File: config.mk
export PLATFORM = sky130hd
export DESIGN_NAME = alu_arbiter_flat
export DESIGN_NICKNAME = d
export VERILOG_FILES = /design/src/rtl/alu_arbiter_if.sv /design/src/rtl/alu_arbiter.sv /design/src/flat_wrapper.sv
export SDC_FILE = /design/constraint.sdc
export NUM_CORES = 1
export LEC_CHECK = 0
export ABC_AREA = 1
export CAP_MARGIN = 20
export CORE_ASPECT_RATIO = 0.9
export CORE_MARGIN = 2
export CORE_UTILIZATION = 43
export DETAILED_ROUTE_END_ITERATION = 10
export GPL_ROUTABILITY_DRIVEN = 0
export PLACE_DENSITY = 0.82
export SLEW_MARGIN = 20
export SYNTH_ARGS = -nofsm -noshare
export SYNTH_HDL_FRONTEND = slang
export SYNTH_SLANG_ARGS = --single-unit
export TNS_END_PERCENT = 20
File: constraint.sdc
create_clock -name clk_i -period 5.2 [get_ports clk_i]
set_input_delay 0.52 -clock clk_i [delete_from_list [all_inputs] [get_ports clk_i]]
set_output_delay 0.52 -clock clk_i [all_outputs]
set_load 0.01 [all_outputs]
File: src/rtl/alu_arbiter_if.sv
// alu_arbiter_if: bundles the requester, response and ALU-side signals of
// alu_arbiter.
//   slave  modport - the arbiter: takes requests and ALU results, drives
//                    ready, responses and ALU operands.
//   master modport - the environment: requesters, response consumers and
//                    the combinational ALU.
// Signal names keep their arbiter-relative _i/_o suffixes on both sides.
interface alu_arbiter_if #(
  parameter int unsigned DW = 32
);
  logic          req0_valid_i;
  logic          req0_ready_o;
  logic [DW-1:0] req0_op1_i;
  logic [DW-1:0] req0_op2_i;
  logic [2:0]    req0_ctrl_i;

  logic          req1_valid_i;
  logic          req1_ready_o;
  logic [DW-1:0] req1_op1_i;
  logic [DW-1:0] req1_op2_i;
  logic [2:0]    req1_ctrl_i;

  logic          rsp0_valid_o;
  logic          rsp0_ready_i;
  logic          rsp1_valid_o;
  logic          rsp1_ready_i;
  logic [DW-1:0] rsp_data_o;
  logic          rsp_eq_o;

  logic [DW-1:0] alu_op1_o;
  logic [DW-1:0] alu_op2_o;
  logic [2:0]    alu_ctrl_o;
  logic [DW-1:0] alu_out_i;
  logic          alu_eq_i;

  modport slave (
    input  req0_valid_i, req0_op1_i, req0_op2_i, req0_ctrl_i,
    input  req1_valid_i, req1_op1_i, req1_op2_i, req1_ctrl_i,
    output req0_ready_o, req1_ready_o,
    output rsp0_valid_o, rsp1_valid_o, rsp_data_o, rsp_eq_o,
    input  rsp0_ready_i, rsp1_ready_i,
    output alu_op1_o, alu_op2_o, alu_ctrl_o,
    input  alu_out_i, alu_eq_i
  );

  modport master (
    output req0_valid_i, req0_op1_i, req0_op2_i, req0_ctrl_i,
    output req1_valid_i, req1_op1_i, req1_op2_i, req1_ctrl_i,
    input  req0_ready_o, req1_ready_o,
    input  rsp0_valid_o, rsp1_valid_o, rsp_data_o, rsp_eq_o,
    output rsp0_ready_i, rsp1_ready_i,
    input  alu_op1_o, alu_op2_o, alu_ctrl_o,
    output alu_out_i, alu_eq_i
  );
endinterface

File: src/rtl/alu_arbiter.sv
// alu_arbiter: round-robin sharing of one combinational ALU between two
// requesters. An accepted operation is registered, presented to the ALU for
// one EXEC cycle, and the captured result/eq flag is returned on the granted
// requester's response channel.
// Ports:
//   clk_i  - clock, all state on rising edge
//   rst_i  - asynchronous active-high reset
//   bus    - alu_arbiter_if.slave: req0/req1 valid/ready + operands,
//            rsp0/rsp1 valid/ready + shared rsp_data_o/rsp_eq_o,
//            ALU operands out / result in
module alu_arbiter #(
  parameter int unsigned DW = 32
) (
  input  logic         clk_i,
  input  logic         rst_i,
  alu_arbiter_if.slave bus
);

  typedef enum logic [1:0] {
    IDLE = 2'd0,
    EXEC = 2'd1,
    RESP = 2'd2
  } state_t;

  state_t        state_q;
  logic          last_grant_q;
  logic          grant_q;
  logic [DW-1:0] op1_q;
  logic [DW-1:0] op2_q;
  logic [2:0]    ctrl_q;
  logic [DW-1:0] res_q;
  logic          eq_q;
  logic          rsp0_valid_q;
  logic          rsp1_valid_q;

  logic          grant_d;
  logic          accept;
  logic          rsp_hs;

  // Requester selected in IDLE. A lone valid wins outright; on a tie, or
  // with nothing pending, the requester not granted last is offered ready.
  always_comb begin
    grant_d = ~last_grant_q;
    if (bus.req0_valid_i != bus.req1_valid_i) begin
      grant_d = bus.req1_valid_i;
    end
  end

  assign bus.req0_ready_o = (state_q == IDLE) & ~grant_d;
  assign bus.req1_ready_o = (state_q == IDLE) &  grant_d;

  assign accept = (state_q == IDLE) &
                  (grant_d ? bus.req1_valid_i : bus.req0_valid_i);
  assign rsp_hs = grant_q ? bus.rsp1_ready_i : bus.rsp0_ready_i;

  always_ff @(posedge clk_i or posedge rst_i) begin
    if (rst_i) begin
      state_q      <= IDLE;
      last_grant_q <= 1'b1;
      grant_q      <= 1'b0;
      op1_q        <= '0;
      op2_q        <= '0;
      ctrl_q       <= 3'b000;
      res_q        <= '0;
      eq_q         <= 1'b0;
      rsp0_valid_q <= 1'b0;
      rsp1_valid_q <= 1'b0;
    end else begin
      case (state_q)
        IDLE: begin
          if (accept) begin
            op1_q        <= grant_d ? bus.req1_op1_i  : bus.req0_op1_i;
            op2_q        <= grant_d ? bus.req1_op2_i  : bus.req0_op2_i;
            ctrl_q       <= grant_d ? bus.req1_ctrl_i : bus.req0_ctrl_i;
            grant_q      <= grant_d;
            last_grant_q <= grant_d;
            state_q      <= EXEC;
          end
        end
        EXEC: begin
          res_q        <= bus.alu_out_i;
          eq_q         <= bus.alu_eq_i;
          rsp0_valid_q <= ~grant_q;
          rsp1_valid_q <=  grant_q;
          state_q      <= RESP;
        end
        RESP: begin
          // The handshake cycle never doubles as an accept: IDLE follows.
          if (rsp_hs) begin
            rsp0_valid_q <= 1'b0;
            rsp1_valid_q <= 1'b0;
            state_q      <= IDLE;
          end
        end
        default: begin
          state_q <= IDLE;
        end
      endcase
    end
  end

  assign bus.alu_op1_o    = op1_q;
  assign bus.alu_op2_o    = op2_q;
  assign bus.alu_ctrl_o   = ctrl_q;
  assign bus.rsp_data_o   = res_q;
  assign bus.rsp_eq_o     = eq_q;
  assign bus.rsp0_valid_o = rsp0_valid_q;
  assign bus.rsp1_valid_o = rsp1_valid_q;

endmodule

File: src/flat_wrapper.sv
// flat-port wrapper written by rule: the top's interface ports become plain ports
module alu_arbiter_flat 
#(
  parameter int unsigned DW = 32
)
  (clk_i, rst_i, bus_req0_valid_i, bus_req0_op1_i, bus_req0_op2_i, bus_req0_ctrl_i, bus_req1_valid_i, bus_req1_op1_i, bus_req1_op2_i, bus_req1_ctrl_i, bus_req0_ready_o, bus_req1_ready_o, bus_rsp0_valid_o, bus_rsp1_valid_o, bus_rsp_data_o, bus_rsp_eq_o, bus_rsp0_ready_i, bus_rsp1_ready_i, bus_alu_op1_o, bus_alu_op2_o, bus_alu_ctrl_o, bus_alu_out_i, bus_alu_eq_i);
  alu_arbiter_if #(.DW(DW)) bus_i ();
  input  logic clk_i;
  input  logic rst_i;
  input wire logic [$bits(bus_i.req0_valid_i)-1:0] bus_req0_valid_i;
  input wire logic [$bits(bus_i.req0_op1_i)-1:0] bus_req0_op1_i;
  input wire logic [$bits(bus_i.req0_op2_i)-1:0] bus_req0_op2_i;
  input wire logic [$bits(bus_i.req0_ctrl_i)-1:0] bus_req0_ctrl_i;
  input wire logic [$bits(bus_i.req1_valid_i)-1:0] bus_req1_valid_i;
  input wire logic [$bits(bus_i.req1_op1_i)-1:0] bus_req1_op1_i;
  input wire logic [$bits(bus_i.req1_op2_i)-1:0] bus_req1_op2_i;
  input wire logic [$bits(bus_i.req1_ctrl_i)-1:0] bus_req1_ctrl_i;
  output wire logic [$bits(bus_i.req0_ready_o)-1:0] bus_req0_ready_o;
  output wire logic [$bits(bus_i.req1_ready_o)-1:0] bus_req1_ready_o;
  output wire logic [$bits(bus_i.rsp0_valid_o)-1:0] bus_rsp0_valid_o;
  output wire logic [$bits(bus_i.rsp1_valid_o)-1:0] bus_rsp1_valid_o;
  output wire logic [$bits(bus_i.rsp_data_o)-1:0] bus_rsp_data_o;
  output wire logic [$bits(bus_i.rsp_eq_o)-1:0] bus_rsp_eq_o;
  input wire logic [$bits(bus_i.rsp0_ready_i)-1:0] bus_rsp0_ready_i;
  input wire logic [$bits(bus_i.rsp1_ready_i)-1:0] bus_rsp1_ready_i;
  output wire logic [$bits(bus_i.alu_op1_o)-1:0] bus_alu_op1_o;
  output wire logic [$bits(bus_i.alu_op2_o)-1:0] bus_alu_op2_o;
  output wire logic [$bits(bus_i.alu_ctrl_o)-1:0] bus_alu_ctrl_o;
  input wire logic [$bits(bus_i.alu_out_i)-1:0] bus_alu_out_i;
  input wire logic [$bits(bus_i.alu_eq_i)-1:0] bus_alu_eq_i;
  assign bus_i.req0_valid_i = bus_req0_valid_i;
  assign bus_i.req0_op1_i = bus_req0_op1_i;
  assign bus_i.req0_op2_i = bus_req0_op2_i;
  assign bus_i.req0_ctrl_i = bus_req0_ctrl_i;
  assign bus_i.req1_valid_i = bus_req1_valid_i;
  assign bus_i.req1_op1_i = bus_req1_op1_i;
  assign bus_i.req1_op2_i = bus_req1_op2_i;
  assign bus_i.req1_ctrl_i = bus_req1_ctrl_i;
  assign bus_req0_ready_o = bus_i.req0_ready_o;
  assign bus_req1_ready_o = bus_i.req1_ready_o;
  assign bus_rsp0_valid_o = bus_i.rsp0_valid_o;
  assign bus_rsp1_valid_o = bus_i.rsp1_valid_o;
  assign bus_rsp_data_o = bus_i.rsp_data_o;
  assign bus_rsp_eq_o = bus_i.rsp_eq_o;
  assign bus_i.rsp0_ready_i = bus_rsp0_ready_i;
  assign bus_i.rsp1_ready_i = bus_rsp1_ready_i;
  assign bus_alu_op1_o = bus_i.alu_op1_o;
  assign bus_alu_op2_o = bus_i.alu_op2_o;
  assign bus_alu_ctrl_o = bus_i.alu_ctrl_o;
  assign bus_i.alu_out_i = bus_alu_out_i;
  assign bus_i.alu_eq_i = bus_alu_eq_i;
  alu_arbiter #(.DW(DW)) u_core (.clk_i(clk_i), .rst_i(rst_i), .bus(bus_i));
endmodule
==> reports/metrics.yaml <==
drt:
  drt-wirelength-per-cell_um: 13.7
  drtIter0Drc: 382
  viasPerCell: 4.62
  num_vias: 5392
  remaining_drc_errors: 0
  first_pass_iters: 5
  ant_nets: 0
  routed_wl_mm: 16.0
global_route:
  antenna_found_initial: 0
  grt_pass1_wl_mm: 25.3
  grt_max_degree: 73
  grt_use_total_pct: 24.1
  grt_pass1_vias: 5110
  gr-total-overflow: 0
synthesis:
  synth_cell_type_count: 17
  avgSynthCellArea_um2: 7.07
  yosys_register_bits: 106
  synth-seq-area-share_pct: 50.1
  syn_nets: 922
  ys_warn_count: 0
  synth_compound_area_share_pct: 0.283
  synth_top_family_by_area: "simple AND/OR/NAND/NOR gates"
  yosys.area_share.simple_pct: 35.8
  synth_fa_ha_area_share_pct: 0
  netlist_instances: 749
  syn-cell-area_mm2: 0.00530
  synth.area.mux_share_pct: 0
  synth-xor-area-share_pct: 0
worst_setup_path:
  cp-end-kind: "primary output"
  cp_max_fo: 40
  worstPathCellList: "clkdlybuf4s50_1 -> inv_1 -> nand2_2 -> nand2_2 -> nor2_1 -> clkdlybuf4s50_1"
  cp_slowest_cell: "nand2_2"
  r2r-start: "u_core.state_q[0]$_DFFE_PP0P_"
  path_delay_family: "buffers and inverters"
  critical_path_class: "input port to primary output"
  worstPathArrival_ns: 2.45
  worstSetupStartpointType: "input port"
  slowest_delay_ns: 0.59
  path_buf_inv: 3
  critPathLaunch: "bus_req0_valid_i"
  critPathRequiredTime_ns: 4.68
clock_network:
  path_clk_slew_ns: 0.08
  insertion_delay_ns: 0.34
  hold_buffers: 0
  cts_sinks: 106
  cts_max_path_buffers: 2
  cts-resized-gates: 0
  cts_tree: "done"
  htreeDepth: 3
  cts_buffers: 9
  postCtsSetupRepairBufs: 0
  root_buffer: "clkbuf_16"
timing:
  fin_setup_tns_ns: 0
  fin_crit_sh_pct: 57.0
  rsz0062_at_grt: "no"
  setup_ws_ns: 2.23
  setup_viol: 0
  hold_viol: 0
  slew_headroom_pct: 35.7
  slew_violations: 0
  max_freq_mhz: 337
  tightestPinTransition_ns: 0.959
  period_minus_slack_ns: 2.97
  skew_ns: 0.00606
power_and_ir_drop:
  p_total_mw: 4.45
  p_sw_mw: 1.75
  combPwrFrac_pct: 52.0
  p_leak_nw: 4.47
  power_density_mw_per_mm2: 529
  sw_frac_of_total_pct: 39.3
  p_int_mw: 2.70
  vdd_drop_max_mv: 0.281
  power_frac_clock_pct: 14.9
  pwr-share-seq_pct: 33.1
cells_and_area:
  area_delta_synth_final_pct: 58.7
  layout_commonest_cell: "nand2_1"
  layout_common_cells: "nand2_1 (312), clkdlybuf4s50_1 (276), inv_1 (139)"
  finalNetCount: 1174
  final_area_mm2: 0.00841
  drive_gt1_share_pct: 2.88
  num_antenna_cells: 0
placed_design:
  pre_cts_ws_ns: 2.23
  placed_area_mm2: 0.00812
  port_buffers: 276
  place_hpwl_mm: 11.3
floorplanning:
  initial_core_util_pct: 44.0
  num_io_pins: 277
  die_y_um: 109
  die_area_mm2: 0.0132
  core-area_mm2: 0.0120
  die_x_um: 121
  num_rows: 38
job:
  maxCapViolCount: 0
min_path:
  worstHoldStart: "u_core.bus.rsp_data_o[21]$_DFFE_PP0P_"
  hold_class: "flip-flop to flip-flop"
run_status:
  outcome: "completed"
[cell usage after synthesis]
| cell type | count | area (um2) |
|---|---|---|
| dfstp_2 | 1 | 26.3 |
| o21ai_0 | 1 | 5.00 |
| nor2_4 | 1 | 11.3 |
| clkinv_1 | 1 | 3.75 |
| inv_2 | 1 | 3.75 |
| inv_1 | 140 | 526 |
| nand3_1 | 137 | 686 |
| o21ai_1 | 1 | 5.00 |
| a21oi_1 | 1 | 5.00 |
| buf_4 | 1 | 7.51 |
| buf_2 | 15 | 75.1 |
| buf_6 | 3 | 33.8 |
| nand2_1 | 315 | 1180 |
| clkbuf_1 | 22 | 82.6 |
| dfrtp_1 | 105 | 2630 |
| nor2_1 | 3 | 11.3 |
| or2_1 | 1 | 6.26 |
[worst paths after layout]
check | depth (start not counted) | slack (ns) | endpoint
min in group asynchronous | 2 | 0.69 | u_core.bus.alu_op2_o[26]$_DFFE_PP0P_
min | 2 | 0.48 | u_core.bus.rsp_data_o[21]$_DFFE_PP0P_
max reg2reg | 6 | 2.85 | u_core.bus.alu_op2_o[20]$_DFFE_PP0P_
max in group asynchronous | 3 | 3.42 | u_core.bus.alu_op1_o[28]$_DFFE_PP0P_
min reg2reg | 2 | 0.48 | u_core.bus.rsp_data_o[21]$_DFFE_PP0P_
max | 6 | 2.23 | bus_req0_ready_o
[metal layers]
layer  routed length (um)  track usage (%)
met1                 6710             30.7
met2                 7500             40.2
met3                 1460             7.00
met4                  329             7.06
met5                    0                0
[metrics by stage]
step	util, %	hold slack (ns)	std cells
after floorplan	-	0.482	749
after detailed placement	67.5	0.464	1150
after global placement	67.5	0.460	1150
after CTS	69.9	0.484	1166
after global routing	69.9	0.493	1166
final	69.9	0.479	1166
[registers in the layout, indices dropped and copies added (netlist names)]
signal / cells
u_core.state_q: 2
u_core.bus.alu_ctrl_o: 3
u_core.bus.rsp1_valid_o: 1
u_core.bus.rsp_eq_o: 1
u_core.bus.rsp0_valid_o: 1
u_core.bus.rsp_data_o: 32
u_core.last_grant_q: 1
u_core.bus.alu_op2_o: 32
u_core.grant_q: 1
u_core.bus.alu_op1_o: 32
[logic make-up (layout without fill, tap and decap cells)]
kind of cell    count (synthesis)  after routing
compound gates                  3              3
buf+inv                       183            440
flops                         106            106
simple gates                  457            457
[area by class of cell]
cell class                      count  area (um2)
Clock buffer                        9         225
Tap cell                          160         200
Multi-Input combinational cell    460        1920
Inverter                          142         538
Fill cell                         977        3620
Sequential cell                   106        2650
Clock inverter                      7        61.3
Timing Repair Buffer              282        2810
[worst register-to-register path: stages, from the launching register on]
cell and delay (ns):
dfrtp_1 0.40, or2_1 0.33, nor2_4 0.10, buf_4 0.59, inv_4 0.54, nand2_1 0.21
nand2_1 0.07
[power groups by stage]
stage / Clock (mW) / Combinational [mW] / Sequential [mW]
2_1_floorplan: 0 / 0.952 / 1.65
3_3_place_gp: 0 / 2.29 / 1.47
3_5_place_dp: 0 / 2.34 / 1.47
4_1_cts: 0.677 / 2.34 / 1.47
5_1_grt: 0.707 / 2.56 / 1.52
6_report: 0.665 / 2.31 / 1.47
Power figures use the tool's default switching activity.
